===== src/rtl/stream_arbiter.sv =====
// Two-source packet arbiter: wraps a video or audio payload in a 6-byte header onto one registered byte stream.
// One-cycle latency from FIFO pop to mpeg_wr; out_full, an empty granted FIFO or clk_en=0 stall in place.
module stream_arbiter #(
    parameter logic [7:0]  VID_ID  = 8'hE0,
    parameter logic [7:0]  AUD_ID  = 8'hC0,
    parameter logic [15:0] MAX_LEN = 16'd2048
) (
    input  logic        clk,
    input  logic        rst,
    input  logic        clk_en,
    input  logic        vid_req,
    input  logic [15:0] vid_len,
    input  logic [7:0]  vid_in,
    input  logic        vid_empty,
    output logic        vid_rd,
    output logic        vid_ack,
    output logic        vid_gnt,
    input  logic        aud_req,
    input  logic [15:0] aud_len,
    input  logic [7:0]  aud_in,
    input  logic        aud_empty,
    output logic        aud_rd,
    output logic        aud_ack,
    output logic        aud_gnt,
    input  logic        out_full,
    output logic [7:0]  mpeg_out,
    output logic        mpeg_wr,
    output logic        busy
);

    typedef enum logic [1:0] {IDLE, HDR, PAYLOAD} state_t;

    state_t      state;
    logic        sel_aud;
    logic        last_aud;
    logic [15:0] len_q;
    logic [15:0] cnt;
    logic [2:0]  idx;

    logic        pick_aud;
    logic [15:0] req_len;
    logic [15:0] req_len_clamped;
    logic        src_empty;
    logic [7:0]  src_byte;
    logic        xfer;
    logic [7:0]  hdr_byte;

    // Round-robin on ties: the side not granted last wins.
    assign pick_aud        = aud_req & (~vid_req | ~last_aud);
    assign req_len         = pick_aud ? aud_len : vid_len;
    assign req_len_clamped = (req_len > MAX_LEN) ? MAX_LEN : req_len;

    assign src_empty = sel_aud ? aud_empty : vid_empty;
    assign src_byte  = sel_aud ? aud_in : vid_in;
    assign xfer      = ~rst & clk_en & ~out_full & (state == PAYLOAD) & ~src_empty & (cnt != 16'd0);
    assign vid_rd    = xfer & ~sel_aud;
    assign aud_rd    = xfer & sel_aud;
    assign busy      = (state != IDLE);

    always_comb begin
        hdr_byte = 8'h00;
        case (idx)
            3'd2:    hdr_byte = 8'h01;
            3'd3:    hdr_byte = sel_aud ? AUD_ID : VID_ID;
            3'd4:    hdr_byte = len_q[15:8];
            3'd5:    hdr_byte = len_q[7:0];
            default: hdr_byte = 8'h00;
        endcase
    end

    always_ff @(posedge clk or posedge rst) begin
        if (rst) begin
            state    <= IDLE;
            sel_aud  <= 1'b0;
            last_aud <= 1'b1;
            len_q    <= 16'd0;
            cnt      <= 16'd0;
            idx      <= 3'd0;
            mpeg_out <= 8'h00;
            mpeg_wr  <= 1'b0;
            vid_ack  <= 1'b0;
            aud_ack  <= 1'b0;
            vid_gnt  <= 1'b0;
            aud_gnt  <= 1'b0;
        end else if (clk_en) begin
            vid_ack <= 1'b0;
            aud_ack <= 1'b0;
            mpeg_wr <= 1'b0;
            case (state)
                IDLE: begin
                    if (vid_req | aud_req) begin
                        sel_aud  <= pick_aud;
                        last_aud <= pick_aud;
                        len_q    <= req_len_clamped;
                        idx      <= 3'd0;
                        vid_ack  <= ~pick_aud;
                        aud_ack  <= pick_aud;
                        vid_gnt  <= ~pick_aud;
                        aud_gnt  <= pick_aud;
                        state    <= HDR;
                    end
                end
                HDR: begin
                    if (~out_full) begin
                        mpeg_out <= hdr_byte;
                        mpeg_wr  <= 1'b1;
                        if (idx == 3'd5) begin
                            idx <= 3'd0;
                            if (len_q == 16'd0) begin
                                state   <= IDLE;
                                vid_gnt <= 1'b0;
                                aud_gnt <= 1'b0;
                            end else begin
                                state <= PAYLOAD;
                                cnt   <= len_q;
                            end
                        end else begin
                            idx <= idx + 3'd1;
                        end
                    end
                end
                PAYLOAD: begin
                    if (xfer) begin
                        mpeg_out <= src_byte;
                        mpeg_wr  <= 1'b1;
                        cnt      <= cnt - 16'd1;
                        if (cnt == 16'd1) begin
                            state   <= IDLE;
                            vid_gnt <= 1'b0;
                            aud_gnt <= 1'b0;
                        end
                    end
                end
                default: state <= IDLE;
            endcase
        end
    end

endmodule


===== config.mk =====
export PLATFORM = sky130hd
export DESIGN_NAME = stream_arbiter
export DESIGN_NICKNAME = d
export VERILOG_FILES = /design/src/rtl/stream_arbiter.sv
export SDC_FILE = /design/constraint.sdc
export NUM_CORES = 1
export LEC_CHECK = 0
export ABC_AREA = 1
export CORE_UTILIZATION = 50
export CTS_CLUSTER_DIAMETER = 100
export DETAILED_ROUTE_END_ITERATION = 8
export HOLD_SLACK_MARGIN = 0.02
export PLACE_DENSITY_LB_ADDON = 0.1
export REMOVE_ABC_BUFFERS = 1
export SLEW_MARGIN = 20
export SYNTH_ARGS = -nofsm -noshare
export SYNTH_HDL_FRONTEND = slang
export SYNTH_SLANG_ARGS = --single-unit

===== constraint.sdc =====
create_clock -name clk -period 2.2 [get_ports clk]
set_input_delay 0.22 -clock clk [delete_from_list [all_inputs] [get_ports clk]]
set_output_delay 0.22 -clock clk [all_outputs]
set_load 0.01 [all_outputs]

==> run metrics <==
status complete, no violations; Clk pin slew, worst setup/hold paths roughly 100 ps; Root Driver clkbuf_8; Ant. Diodes 0; Most used DFF post-synth dfrtp_1; Mapped Area between 3000 and 4000 µm²; power per cell area 1120 nW/µm²; Setup Viol. Count Final 0; Detailed Route Iter0 Violations between 200 and 300; type of the worst setup path flop to flop; Row Count 30; layout cells sized above 1 7.61%; Final min period about 2000 ps; CTS Buf Count 5; Post-DRT Antenna Nets 0; Seq/Total Area, Yosys 36.2%; HP Class input port to asynchronous set/reset pin; critical path arrival 2290 ps; Static Leakage 2.32 nW; Startpoint Class flop; Rel. slew slack 55.1%; Seq cells post-synth 52; Yosys top cell area share a little over a third; Final Util 65.5%; Synth area leaders dfrtp_1 (36%), nand2_1 (23%), nor2_1 (7.7%); Storage cell area ~1300 µm²; DR pass1 iterations 5; final hold vios 0; DR vias/cell ~5; Pwr Total slightly above 5 mW; CTS HTree Levels 2; Mapped Cells 544; area grow syn2layout 25.3%; Via Count about 3600; CP max FO 16; CP endpoint kind flop; Slew Viols, Final 0; critical path, cell by cell buf_4 > ha_1 > a21oi_2 > inv_1 > a21oi_4 > nand2_4 > nor2_8 > nand2_1 > nand2_1; WP data required around 2500 ps; DRT Wirelength roughly 8900 µm; multi-input combinational cell area just under 2000 µm²; Max Cap Viol 0; Ys Warns 0; vias in the first global route about 3300; nets just under 700; post-synth top area cell dfrtp_1; Slowest cell on crit path dfrtp_1; VDD IR max 0.532 mV; number of port buffers between 70 and 80; global route overflow 0; CTS Buffer Depth 2; number of synthesized flops with an enable pin 0; Initial Utilization between 50% and 60%; post-DP HPWL about 6700 µm; Cell variety after synth 36; initial antenna violation count 0; Top-Level Pins around 70; Clock Skew between 9 and 10 ps; Die W roughly 87 µm; FFs w/ async S/R, synth 100%; Die Area roughly 7500 µm²; CTS sink cnt 52; worst-margin pin slew ~670 ps; hold_buf cts 0; RSZ-0062 raised after global routing false; most used cell, CP nand2_1; Residual DRC 0; core area about 7000 µm²; FILL cells ~650; Max Clock Freq around 0.49 GHz; GPL Wtd Cong 0.864; CP bufs+invs 2; All-Layer GR Usage roughly a quarter; Final period util just over 90%; Worst path max stage delay ~420 ps; delay-heaviest family, CP simple AND/OR/NAND/NOR gates; Routed WL per cell around 13 µm; Clk Latency, worst-skew pair slightly above 300 ps; Die Y 86.8 µm; largest net degree at the start of global routing 53; CTS tree done; Avg Cell Area, Syn approximately 6.6 µm²; first-pass GRT wire length 15100 µm
-- cell families after synthesis --
group                    Yosys count  synth area share, %
buffers and inverters             69                 8.60
flip-flops                        52                 36.2
adder cells (fa/ha/maj)            8                 2.79
AND/OR/NAND/NOR                  354                 42.4
XOR/XNOR                           2                0.488
AO/OA/AOI/OAI                     58                 9.16
multiplexers                       1                0.279
-- layout make-up --
class,count,area share [%]
clock inverters,2,0.222
inverters,53,4.47
flip-flops and latches,52,28.9
well taps,96,2.67
clock buffers,6,1.83
repair buffers,82,17.7
multi-input cells,423,44.1
-- tightest hold or removal path, delay by kind of cell --
family,cells,cell delay [ps]
buf+inv,3,1040
-- routing by layer --
layer  up-vias  wire, µm  global-route usage [%]
li1       1839         -                       -
met1      1600      4060                    33.9
met2       104      4260                    43.1
met3         8       538                    4.48
met4         0        87                    6.97
met5         -         0                       0
-- final timing paths --
path,to,slack (ps),depth (start not counted),startpoint
max,cnt[1]$_DFFE_PP0P_,150,9,state[0]$_DFFE_PP0P_
min,mpeg_out[5]$_DFFE_PP0P_,460,3,rst
max reg2reg,cnt[1]$_DFFE_PP0P_,150,9,state[0]$_DFFE_PP0P_
min reg2reg,last_aud$_DFFE_PP1P_,470,2,last_aud$_DFFE_PP1P_
max in group asynchronous,len_q[5]$_DFFE_PP0P_,1260,3,rst
min in group clk,last_aud$_DFFE_PP1P_,470,2,last_aud$_DFFE_PP1P_
-- stage by stage --
stage	setup TNS (ps)	hold WS, ps	cells	setup WS [ps]	cell area [µm²]
2_1_floorplan	-2730	361	528	-160	3490
5_1_grt	0	490	714	20.0	4500
3_3_place_gp	0	453	705	196	4390
6_report	0	459	714	152	4500
4_1_cts	0	469	713	37.3	4480
3_5_place_dp	0	458	705	152	4390
-- report_power, final --
part | internal (mW) | total (mW) | leakage (nW) | switching [mW]
sequential | 1.28 | 1.59 | 0.698 | 0.310
combinational | 1.10 | 2.87 | 1.57 | 1.78
clock | 0.252 | 0.568 | 0.0510 | 0.316
-- Yosys cell counts (2+ instances only) --
| master | count |
|---|---|
| nand2_1 | 218 |
| nor2_1 | 74 |
| dfrtp_1 | 51 |
| inv_1 | 50 |
| o21ai_0 | 39 |
| nand3_1 | 24 |
| nand3b_1 | 14 |
| nand2_2 | 9 |
| ha_1 | 8 |
| clkbuf_1 | 7 |
| a21oi_1 | 4 |
| buf_6 | 4 |
| nor2_2 | 4 |
| buf_2 | 3 |
| nand2_4 | 3 |
| nand4_1 | 3 |
| o211ai_1 | 3 |
| o22ai_1 | 3 |
| a21oi_2 | 2 |
| a31oi_1 | 2 |
| inv_2 | 2 |
| o21ai_1 | 2 |
| xor2_1 | 2 |
-- cell usage in the layout, fill, tap and decap left out --
| cell | instances |
|---|---|
| a21oi_2 | 2 |
| nor2_1 | 74 |
| or2_2 | 1 |
| nor3_4 | 1 |
| mux2i_1 | 1 |
| nand2_2 | 9 |
| nand2_1 | 218 |
| buf_4 | 11 |
| o2111ai_1 | 1 |
| o22ai_1 | 3 |
| nand4_1 | 3 |
| dfrtp_1 | 51 |
| nor2_4 | 1 |
| and2_1 | 1 |
| nand3_1 | 24 |
| a21oi_1 | 4 |
| o21ai_0 | 39 |
| o21a_1 | 1 |
| inv_2 | 3 |
| o21ai_1 | 2 |
| clkinv_2 | 2 |
| inv_4 | 1 |
| nand4_4 | 1 |
| a31oi_1 | 2 |
| dfstp_2 | 1 |
| dlymetal6s2s_1 | 2 |
| o211ai_1 | 3 |
| inv_1 | 49 |
| nand3b_1 | 14 |
| nor2_8 | 1 |
| a21oi_4 | 1 |
| ha_1 | 8 |
| xor2_1 | 2 |
| clkbuf_8 | 6 |
| clkdlybuf4s50_1 | 69 |
| nor2_2 | 3 |
| nand2_4 | 3 |
-- state kept, by name, summed over array words and instances, names as in the netlist --
signal and flops:
mpeg_out 8, state 2, vid_ack 1, mpeg_wr 1
last_aud 1, vid_gnt 1, len_q 16, sel_aud 1
cnt 16, aud_ack 1, idx 3, aud_gnt 1
-- what timing repair did --
action / 4_1_cts / 5_1_grt
resized for setup: 0 / 3
buffers inserted: 0 / 1
hold endpoints to repair: 0 / 0
setup endpoints to repair: 0 / 2
Note: power is estimated with default switching activity, not from simulation.
